===== config.mk =====
export PLATFORM = sky130hd
export DESIGN_NAME = sigmoid_arbiter
export DESIGN_NICKNAME = d
export VERILOG_FILES = /design/src/rtl/ann_pkg.sv /design/src/rtl/rr_pick.sv /design/src/rtl/sigmoid_arbiter.sv
export SDC_FILE = /design/constraint.sdc
export NUM_CORES = 1
export LEC_CHECK = 0
export ABC_CLOCK_PERIOD_IN_PS = 6700
export CAP_MARGIN = 5
export CORE_UTILIZATION = 41
export CTS_CLUSTER_DIAMETER = 40
export DETAILED_ROUTE_END_ITERATION = 8
export PLACE_DENSITY = 0.95
export RECOVER_POWER = 50
export SETUP_SLACK_MARGIN = 0.2
export SLEW_MARGIN = 20
export SYNTH_ARGS = -nofsm -noshare
export SYNTH_HDL_FRONTEND = slang
export SYNTH_SLANG_ARGS = --single-unit

===== constraint.sdc =====
create_clock -name clk -period 6.7 [get_ports clk]
set_input_delay 0.67 -clock clk [delete_from_list [all_inputs] [get_ports clk]]
set_output_delay 0.67 -clock clk [all_outputs]
set_load 0.1 [all_outputs]

===== src/rtl/ann_pkg.sv =====
// Shared constants and types for the mine-detection ANN layer blocks.
// Holds the datapath widths and the sigmoid arbiter state encoding.
package ann_pkg;

    localparam int SUM_W  = 22;
    localparam int PROB_W = 16;

    typedef enum logic [1:0] {
        ST_IDLE = 2'd0,
        ST_LOOK = 2'd1,
        ST_OUT  = 2'd2
    } arb_state_e;

endpackage


===== src/rtl/rr_pick.sv =====
// Combinational round-robin picker: the first set valid at or after ptr,
// scanning upward with wrap. Shared with the layer weight-memory arbiter.
module rr_pick #(
    parameter int N  = 4,
    parameter int PW = (N > 1) ? $clog2(N) : 1
) (
    input  logic [N-1:0]  valid,
    input  logic [PW-1:0] ptr,
    output logic          any,
    output logic [N-1:0]  grant,
    output logic [PW-1:0] gidx
);

    int idx;

    always_comb begin
        any   = 1'b0;
        grant = '0;
        gidx  = '0;
        idx   = 0;
        for (int k = 0; k < N; k++) begin
            // ptr is always kept below N, so one subtraction covers the wrap
            idx = int'(ptr) + k;
            if (idx >= N) idx = idx - N;
            if (!any && valid[idx]) begin
                any        = 1'b1;
                grant[idx] = 1'b1;
                gidx       = PW'(idx);
            end
        end
    end

endmodule


===== src/rtl/sigmoid_arbiter.sv =====
// Round-robin arbiter sharing one combinational sigmoid LUT between N_REQ
// neurons: grant, register operands, capture the LUT one cycle later, hold.
module sigmoid_arbiter
    import ann_pkg::*;
#(
    parameter int N_REQ   = 4,
    parameter int SUM_W_P = SUM_W,
    parameter int PROB_W_P = PROB_W,
    parameter int ID_W    = $clog2(N_REQ)
) (
    input  logic                        clk,
    input  logic                        rst,
    input  logic [N_REQ-1:0]            req_valid,
    input  logic [N_REQ*SUM_W_P-1:0]    req_suma,
    input  logic [N_REQ-1:0]            req_predznak,
    output logic [N_REQ-1:0]            req_ready,
    output logic [SUM_W_P-1:0]          lut_suma,
    output logic                        lut_predznak,
    input  logic [PROB_W_P-1:0]         lut_vjerojatnost,
    output logic                        res_valid,
    output logic [ID_W-1:0]             res_id,
    output logic [PROB_W_P-1:0]         res_vjerojatnost,
    input  logic                        res_ready,
    output logic                        busy
);

    arb_state_e            state_q, state_d;
    logic [ID_W-1:0]       rr_ptr_q, rr_ptr_d;
    logic [SUM_W_P-1:0]    lut_suma_q, lut_suma_d;
    logic                  lut_predznak_q, lut_predznak_d;
    logic [ID_W-1:0]       res_id_q, res_id_d;
    logic [PROB_W_P-1:0]   res_prob_q, res_prob_d;

    logic                  any;
    logic [N_REQ-1:0]      grant;
    logic [ID_W-1:0]       gidx;
    logic                  accept;

    rr_pick #(
        .N  (N_REQ),
        .PW (ID_W)
    ) u_pick (
        .valid (req_valid),
        .ptr   (rr_ptr_q),
        .any   (any),
        .grant (grant),
        .gidx  (gidx)
    );

    assign accept = (state_q == ST_IDLE) && any;

    // State register
    always_ff @(posedge clk) begin
        if (rst) state_q <= ST_IDLE;
        else     state_q <= state_d;
    end

    // Next-state logic
    always_comb begin
        state_d = state_q;
        case (state_q)
            ST_IDLE: if (any)       state_d = ST_LOOK;
            ST_LOOK:                state_d = ST_OUT;
            ST_OUT:  if (res_ready) state_d = ST_IDLE;
            default:                state_d = ST_IDLE;
        endcase
    end

    // Outputs; the accept pulse is suppressed while reset is held
    always_comb begin
        req_ready = '0;
        if (state_q == ST_IDLE && !rst) req_ready = grant;
        res_valid = (state_q == ST_OUT);
        busy      = (state_q != ST_IDLE);
    end

    always_comb begin
        rr_ptr_d       = rr_ptr_q;
        lut_suma_d     = lut_suma_q;
        lut_predznak_d = lut_predznak_q;
        res_id_d       = res_id_q;
        res_prob_d     = res_prob_q;
        if (accept) begin
            lut_suma_d     = req_suma[int'(gidx)*SUM_W_P +: SUM_W_P];
            lut_predznak_d = req_predznak[gidx];
            res_id_d       = gidx;
            rr_ptr_d       = (gidx == ID_W'(N_REQ-1)) ? '0 : gidx + ID_W'(1);
        end
        if (state_q == ST_LOOK) res_prob_d = lut_vjerojatnost;
    end

    always_ff @(posedge clk) begin
        if (rst) begin
            rr_ptr_q       <= '0;
            lut_suma_q     <= '0;
            lut_predznak_q <= 1'b0;
            res_id_q       <= '0;
            res_prob_q     <= '0;
        end else begin
            rr_ptr_q       <= rr_ptr_d;
            lut_suma_q     <= lut_suma_d;
            lut_predznak_q <= lut_predznak_d;
            res_id_q       <= res_id_d;
            res_prob_q     <= res_prob_d;
        end
    end

    assign lut_suma         = lut_suma_q;
    assign lut_predznak     = lut_predznak_q;
    assign res_id           = res_id_q;
    assign res_vjerojatnost = res_prob_q;

endmodule


==> qor_table.md, run 1 <==
| Stage | Item | This run |
|---|---|---|
| outcome | Outcome | complete, no violations |
| pwr | VDD IR max | 0.315 mV |
| logic synthesis | Number of warning messages in the yosys log | 0 |
| die | Effective utilization at floorplan | 42.4% |
| timing | Share of the cycle needed by the critical path after routing | 72.1% |
| logic synthesis | Share of the yosys chip area belonging to registers | 33.5% |
| finish | FF+latch area | 901 um^2 |
| pwr | Power Total | 1.65 mW |
| pwr | Power density over cell area | 377 nW/um^2 |
| cts | CTS Root Cell | sky130_fd_sc_hd__clkbuf_8 |
| grt | Number of antenna violations at the first check in global routing | 0 |
| setup path | Most numerous cell on the critical path | sky130_fd_sc_hd__nor2_1 |
| logic synthesis | Register bit total from synthesis | 45 |
| detailed routing | Number of remaining DRC errors | 0 |
| cts | Clock tree from TritonCTS | built |
| logic synthesis | Post-Synthesis Cell Area | 2690 um^2 |
| setup path | Family with the most delay on the worst path | buffers and inverters |
| logic synthesis | Dominant synthesized flop cell | sky130_fd_sc_hd__dfxtp_1 |
| cts | Maximum buffer depth of the clock tree | 2 |
| detailed routing | Antenna violation net count after detailed routing | 0 |
| die | I/O pin cnt | 162 |
| finish | Antenna diode instance count | 0 |
| place | I/O Buffers | 161 |
| detailed routing | Number of optimization iterations in the first detailed-route pass | 4 |
| grt | Met2 Usage GRT | 42.3% |
| grt | Met1 Track Usage GR | 27.5% |
| finish | Area of combinational cells with multiple inputs | 1660 um^2 |
| cts | Post-CTS Repair Setup Buffers | 0 |
| finish | Area Growth Syn to Fin | 62.8% |
| grt | Number of global-route vias before repair | 2724 |
| run | Max Cap Violations | 0 |
| logic synthesis | Number of flops mapped to enable cells by yosys | 0 |
| finish | Proportion of layout cells with a drive suffix above 1 | 11.0% |
| detailed routing | Total routed wirelength | 7970 um |
| timing | Highest Clock Rate | 0.207 GHz |
| die | Number of core rows | 29 |
| grt | Total global routing overflow | 0 |
| timing | Final Skew | 0.0124 ns |
| cts | Post-cts resize count | 0 |
| setup path | Worst path max stage delay | 1.14 ns |
| timing | RSZ-0062 raised after global routing | no |
| grt | Pin count of the biggest net entering global routing | 27 |
| place | Final estimated routing congestion in global placement | 0.865 |
| cts | CTS buffer count | 5 |
| detailed routing | DRT iter0 DRCs | 89 |
| cts | Hold buffer count at CTS | 0 |
| finish | Final-layout fill cell count | 499 |
| grt | Most Used Layer, Global Route | met2 |
| timing | Final hold vios | 0 |
| timing | Fin Setup TNS | 0 ns |
| die | Die Ht | 83 um |
| setup path | WP data required | 6.03 ns |
| cts | Clk sink count | 45 |
| timing | Minimum clock period after layout | 4.83 ns |
| setup path | WS Path Type | reg2out |
| timing | Relative slew slack | 31.3% |
| die | X dimension of the die | 83 um |
| grt | Met3 Track Usage GR | 5.37% |
| grt | All-Layer GR Usage | 23.2% |
| die | Die outline area | 6890 um^2 |
| setup path | Signal arrival time at the worst endpoint | 4.16 ns |
| setup path | Worst path slowest cell | sky130_fd_sc_hd__clkdlybuf4s50_1 |
| setup path | Kind of end point of the critical path | output pin |
| hold path | Worst min path class | reg2reg |
| timing | Number of setup violations in the final report | 0 |
| detailed routing | Routed wirelength normalized by instance count | 15.8 um |
| setup path | Critical-path cell list | inv_1, ha_1, mux4_2, nor2b_4, a22oi_1, nor2_1, a221oi_1, nor2_1, clkdlybuf4s50_1 |
| detailed routing | Vias per cell | 5.26 |
| cts | Clock-pin slew on the worst setup and hold paths | 0.09 ns |
| logic synthesis | Fraction of registers with async set/reset | 0% |
| logic synthesis | Synth unique cells | 39 |
| timing | Least-Margin Pin Slew | 1.03 ns |
| logic synthesis | Mapped Nets | 395 |
| grt | First-pass GRT wire length | 13000 um |
| finish | Net count of the finished layout | 546 |
| cts | H-tree depth reported by CTS | 2 |
| detailed routing | Total number of vias | 2652 |
| timing | Number of max-slew violations in the final report | 0 |
| logic synthesis | Average cell area after synthesis | 9.78 um^2 |
| setup path | Crit path launch type | register |
| place | Final HPWL from detailed placement | 6210 um |
| setup path | Maximum fanout along the worst path | 14 |
| pwr | Leakage power total | 1.68 nW |
| cts | Insertion delay of the later-clocked pin in the worst-skew pair | 0.30 ns |
| logic synthesis | Post-synthesis instance total | 275 |
| die | Standard cell core area | 6350 um^2 |
| setup path | Count of buffering cells on the critical path with inverters included | 2 |
-- layout make-up --
cell class,instances,share of cell area (%)
clock buffer,5,1.57
clock inverter,3,0.571
inverter,2,0.171
multi-input combinational,209,37.8
sequential,45,20.6
tap,77,2.20
timing repair buffer,163,37.1
-- synthesized netlist by cell type (2+ instances only) --
master | count | area share, %
sky130_fd_sc_hd__o221ai_1 | 7 | 2.3
sky130_fd_sc_hd__mux2i_1 | 48 | 18
sky130_fd_sc_hd__nand2_1 | 60 | 8.4
sky130_fd_sc_hd__o21ai_2 | 2 | 0.65
sky130_fd_sc_hd__inv_1 | 2 | 0.28
sky130_fd_sc_hd__buf_2 | 2 | 0.37
sky130_fd_sc_hd__o221ai_2 | 17 | 9.5
sky130_fd_sc_hd__nor2b_1 | 3 | 0.70
sky130_fd_sc_hd__mux2_1 | 2 | 0.84
sky130_fd_sc_hd__ha_1 | 5 | 2.3
sky130_fd_sc_hd__a221oi_1 | 4 | 1.3
sky130_fd_sc_hd__a22oi_1 | 4 | 1.1
sky130_fd_sc_hd__a21oi_1 | 19 | 3.5
sky130_fd_sc_hd__buf_6 | 7 | 2.9
sky130_fd_sc_hd__dfxtp_1 | 45 | 33
sky130_fd_sc_hd__nor2_1 | 13 | 1.8
sky130_fd_sc_hd__mux4_2 | 4 | 3.3
sky130_fd_sc_hd__nand2b_1 | 2 | 0.47
sky130_fd_sc_hd__clkbuf_1 | 8 | 1.1
sky130_fd_sc_hd__buf_4 | 2 | 0.56
-- per-layer routing --
metal  part of all wire (%)  vias to the layer above  wire length, um
met2                     53                       97             4240
met5                      0                        -                0
met4                    1.2                        0               99
met3                    5.4                       11              429
li1                       -                     1315                -
met1                     40                     1229             3200
-- worst paths after layout --
kind / cells after the start / slack [ns] / to / startpoint
max reg2reg: 9 / 2.73 / lut_suma[5] / rr_ptr_q[0]
min reg2reg: 2 / 0.46 / res_vjerojatnost[4] / res_vjerojatnost[4]
max: 9 / 1.87 / req_ready[0] / rr_ptr_q[0]
min: 2 / 0.46 / res_vjerojatnost[4] / res_vjerojatnost[4]
-- logic make-up after synthesis --
logic type               after synthesis  share of synthesized area [%]
AND/OR/NAND/NOR                       91                           16.3
AO/OA/AOI/OAI                         58                           20.3
multiplexers                          54                           22.0
flip-flops                            45                           33.5
buffers and inverters                 21                           5.26
adder cells (fa/ha/maj)                5                           2.33
XOR/XNOR                               1                          0.326
-- registers in the layout, summed over array words and instances, names as in the netlist --
signal            count
res_id                2
rr_ptr_q              2
res_vjerojatnost     16
lut_suma             22
state_q               2
lut_predznak          1
-- cells in the final DEF (no fill, tap or decap), types with 5 or more instances in the layout --
cell,instances
sky130_fd_sc_hd__nor2_1,12
sky130_fd_sc_hd__nand2_1,59
sky130_fd_sc_hd__dfxtp_1,45
sky130_fd_sc_hd__ha_1,5
sky130_fd_sc_hd__dlygate4sd3_1,30
sky130_fd_sc_hd__o221ai_2,17
sky130_fd_sc_hd__clkbuf_8,5
sky130_fd_sc_hd__clkdlybuf4s50_1,131
sky130_fd_sc_hd__a21oi_1,19
sky130_fd_sc_hd__o221ai_1,7
sky130_fd_sc_hd__mux2i_1,48
-- per-stage QoR --
| stage | utilization, % | hold slack (ns) | setup slack, ns | area (um^2) | cells |
|---|---|---|---|---|---|
| after global routing | 69.0 | 0.480 | 1.67 | 4380 | 504 |
| after CTS | 68.9 | 0.459 | 1.89 | 4380 | 504 |
| after detailed placement | 67.5 | 0.446 | 2.21 | 4280 | 496 |
| after global placement | 67.5 | 0.441 | 2.38 | 4280 | 496 |
| final | 69.0 | 0.455 | 1.87 | 4380 | 504 |
| after floorplan | - | 0.608 | 2.60 | 2690 | 275 |
-- worst reg2reg max path: cells and delay by family, from the launching register on --
kind | cells | cell delay (ns)
flops | 1 | 0.71
mux | 2 | 0.99
buf+inv | 2 | 0.74
compound gates | 2 | 0.22
simple gates | 2 | 0.74
fa+ha+maj | 1 | 0.46
-- where the power goes --
| group | internal, mW | switching [mW] | leakage, nW |
|---|---|---|---|
| clock network | 0.0755 | 0.101 | 0.0447 |
| logic | 0.348 | 0.753 | 1.26 |
| registers | 0.330 | 0.0437 | 0.371 |
| total | 0.754 | 0.898 | 1.68 |
Note: power is estimated with default switching activity, not from simulation.
==> run 2: changes to the inputs <==
--- a/config.mk
+++ b/config.mk
@@ -5,12 +5,12 @@
 export SDC_FILE = /design/constraint.sdc
 export NUM_CORES = 1
 export LEC_CHECK = 0
-export ABC_CLOCK_PERIOD_IN_PS = 6700
+export ABC_CLOCK_PERIOD_IN_PS = 4700
 export CAP_MARGIN = 5
-export CORE_UTILIZATION = 41
+export CORE_UTILIZATION = 38
 export CTS_CLUSTER_DIAMETER = 40
 export DETAILED_ROUTE_END_ITERATION = 8
-export PLACE_DENSITY = 0.95
+export PLACE_DENSITY = 0.91
 export RECOVER_POWER = 50
 export SETUP_SLACK_MARGIN = 0.2
 export SLEW_MARGIN = 20
==> constraint.sdc (replaced) <==
create_clock -name clk -period 4.7 [get_ports clk]
set_input_delay 0.47 -clock clk [delete_from_list [all_inputs] [get_ports clk]]
set_output_delay 0.47 -clock clk [all_outputs]
set_load 0.1 [all_outputs]
==> qor_table.md, run 2 (synthesis gave the netlist of run 1 again) <==
| Stage | Item | This run | vs previous |
|---|---|---|---|
| outcome | Outcome | complete, no violations |  |
| detailed routing | DRT iter0 DRCs | 91 | +2.2% |
| finish | Commonest non-fill, non-tap cell in the layout | sky130_fd_sc_hd__clkdlybuf4s50_1 |  |
| setup path | Worst setup slack for register-to-register paths | 1.12 ns | -1.61 ns |
| finish | Top library cells by usage in the layout, fill and taps aside | 128 x sky130_fd_sc_hd__clkdlybuf4s50_1, 59 x sky130_fd_sc_hd__nand2_1, 48 x sky130_fd_sc_hd__mux2i_1, 45 x sky130_fd_sc_hd__dfxtp_1, 29 x sky130_fd_sc_hd__dlygate4sd3_1 |  |
| pwr | Flop pwr share | 22.8% | about the same |
| setup path | Cells on worst reg2reg path | 9 | unchanged |
| cts | Clock tree from TritonCTS | built |  |
| detailed routing | Number of remaining DRC errors | 0 | unchanged |
| hold path | Min-delay src | res_vjerojatnost[15] |  |
| timing | Number of max-slew violations in the final report | 0 | unchanged |
| run | Max Cap Violations | 0 | unchanged |
| finish | Net count of the finished layout | 548 | +0.37% |
| pwr | Clock power frac | 9.8% | -0.9 points |
| detailed routing | Number of optimization iterations in the first detailed-route pass | 4 | unchanged |
| finish | Flip-flop count of the largest register after layout | 22 | unchanged |
| grt | Total global routing overflow | 0 | unchanged |
| pwr | VDD IR max | 0.305 mV | -2.9% |
| cts | Post-CTS Repair Setup Buffers | 0 | unchanged |
| cts | CTS Root Cell | sky130_fd_sc_hd__clkbuf_8 |  |
| cts | Hold buffer count at CTS | 0 | unchanged |
| finish | Proportion of layout cells with a drive suffix above 1 | 11.0% | -0.051 points |
| cts | Insertion delay of the later-clocked pin in the worst-skew pair | 0.29 ns | about the same |
| grt | Number of antenna violations at the first check in global routing | 0 | unchanged |
| place | Area of placed instances | 4310 um^2 | +0.61% |
| setup path | Signal arrival time at the worst endpoint | 3.30 ns | -0.86 ns |
| detailed routing | Antenna violation net count after detailed routing | 0 | unchanged |
| setup path | Maximum fanout along the worst path | 14 | unchanged |
| finish | Post-route non-filler standard cell count | 525 | +4.2% |
| place | Final HPWL from detailed placement | 6500 um | +4.7% |
| setup path | Kind of end point of the critical path | output pin |  |
| timing | RSZ-0062 raised after global routing | no |  |
| timing | Number of setup violations in the final report | 0 | unchanged |
| cts | Maximum buffer depth of the clock tree | 2 | unchanged |
| setup path | WP data required | 4.23 ns | -1.80 ns |
| grt | All-Layer GR Usage | 22.9% | -0.20 points |
| die | Die outline area | 7420 um^2 | +7.7% |
| timing | Fin Setup TNS | 0 ns | unchanged |
| timing | Share of the cycle needed by the critical path after routing | 80.3% |  |
| hold path | Worst min path class | reg2reg |  |
| detailed routing | Routed wirelength normalized by instance count | 16.0 um | +1.5% |
| place | Final estimated routing congestion in global placement | 0.835 | -3.6% |
| cts | CTS buffer count | 5 | unchanged |
| pwr | Switching power as a share of total power | 54.1% | -0.25 points |
| grt | First-pass GRT wire length | 13400 um | +2.8% |
| setup path | WS Path Type | reg2out |  |
| grt | Number of global-route vias before repair | 2820 | +3.5% |
| pwr | Net switching power | 1.27 mW | +41% |
| die | Standard cell core area | 6830 um^2 | +7.6% |
| detailed routing | Total number of vias | 2707 | +2.1% |
| timing | Least-Margin Pin Slew | 1.07 ns | +0.0388 ns |
| finish | Final-layout fill cell count | 582 | +17% |
| finish | FF+latch area | 901 um^2 | unchanged |
| pwr | Power Total | 2.35 mW | +42% |
| setup path | Reg2Reg Launch Point | rr_ptr_q[0] |  |
| pwr | Internal Pwr Total | 1.08 mW | +43% |
| finish | Antenna diode instance count | 0 | unchanged |
| cts | Post-cts resize count | 0 | unchanged |
| timing | Final hold vios | 0 | unchanged |
| pwr | Leakage power total | 1.69 nW | +0.74% |
| die | Die Ht | 86.1 um | +3.8% |
| cts | H-tree depth reported by CTS | 2 | unchanged |
| hold path | Hold-critical path endpoint | res_vjerojatnost[15] |  |
| setup path | Reg-to-Reg End | lut_suma[6] |  |
| finish | Final Instance Area | 4390 um^2 | +0.17% |
| pwr | Power density over cell area | 535 nW/um^2 | +42% |
| timing | Final Skew | 0.00313 ns | -0.00926 ns |
| die | X dimension of the die | 86.1 um | +3.8% |
| die | I/O pin cnt | 162 | unchanged |
| place | Post-Place Cells | 517 | +4.2% |
| pwr | Share of power burned in combinational logic | 67.3% | +0.6 points |
| finish | Area of combinational cells with multiple inputs | 1650 um^2 | -0.45% |
| timing | Highest Clock Rate | 0.265 GHz |  |
| die | Number of core rows | 30 | +3.4% |
| detailed routing | Total routed wirelength | 8420 um | +5.7% |
| timing | Relative slew slack | 28.8% | -2.5 points |
| place | I/O Buffers | 161 | unchanged |
| setup path | Crit path launch type | register |  |
| timing | Minimum clock period after layout | 3.77 ns |  |
| finish | Area Growth Syn to Fin | 63.1% |  |
| detailed routing | Vias per cell | 5.16 | -2.0% |
| cts | Clk sink count | 45 | unchanged |
| die | Effective utilization at floorplan | 39.4% | -3.0 points |
| hold path | Hold-critical path depth | 2 | unchanged |
| cts | Clock-pin slew on the worst setup and hold paths | 0.08 ns | about the same |
| grt | Pin count of the biggest net entering global routing | 25 | -7.4% |
==> run 2: cell types whose count changed in the layout (fill, tap and decap cells not counted), sizes merged <==
cell,change
buf,+6
clkbuf,+3
clkdlybuf4s50,-3
clkinv,-1
clkinvlp,-1
dlygate4sd3,-1
inv,-1
==> run 2: worst max path at each step <==
stage	start	to	slack, ns	depth (start not counted)
after detailed placement	rr_ptr_q[0]	lut_suma[14]	1.14	9
final	rr_ptr_q[0]	req_ready[0]	0.93	7
after floorplan	rr_ptr_q[0]	req_ready[0]	0.80	7
after global placement	rr_ptr_q[0]	lut_suma[8]	1.33	9
after CTS	rr_ptr_q[0]	req_ready[0]	0.94	7
after global routing	rr_ptr_q[0]	req_ready[0]	0.67	7
==> run 2: routing by layer <==
layer / track usage [%] / vias up / routed length, um / share of wire (%)
li1: - / 1314 / - / -
met4: 6.36 / 0 / 139 / 1.7
met3: 5.20 / 10 / 407 / 4.8
met2: 43.1 / 89 / 4550 / 54
met5: 0 / - / 0 / 0
met1: 25.7 / 1294 / 3320 / 39
==> run 2: metrics by stage <==
step	setup WS, ns	hold WS, ns	util, %
after floorplan	0.797	0.546	-
after global placement	1.33	0.442	63.1
after detailed placement	1.14	0.451	63.1
after CTS	0.936	0.462	64.3
after global routing	0.672	0.483	64.2
final	0.925	0.455	64.2
==> run 2: power groups by stage <==
stage	clock network, mW	logic (mW)	registers (mW)
finish	0.230	1.58	0.536
global route	0.255	1.65	0.551
global placement	0	1.57	0.541
detailed placement	0	1.60	0.543
CTS	0.238	1.60	0.537
floorplan	0	0.678	1.12
==> run 2: layout make-up <==
cell class | count | area share [%]
flip-flops and latches | 45 | 20.5
inverters | 2 | 0.171
repair buffers | 165 | 37.2
multi-input cells | 209 | 37.6
well taps | 96 | 2.74
clock buffers | 8 | 1.82
==> run 2: critical path, cell delays in order (launching register included) <==
cell and delay, ns:
sky130_fd_sc_hd__dfxtp_1 0.71, sky130_fd_sc_hd__inv_1 0.22, sky130_fd_sc_hd__ha_1 0.46, sky130_fd_sc_hd__mux4_2 0.68
sky130_fd_sc_hd__nor4b_4 0.39, sky130_fd_sc_hd__a221oi_1 0.15, sky130_fd_sc_hd__nor2_1 0.12, sky130_fd_sc_hd__buf_4 0.30
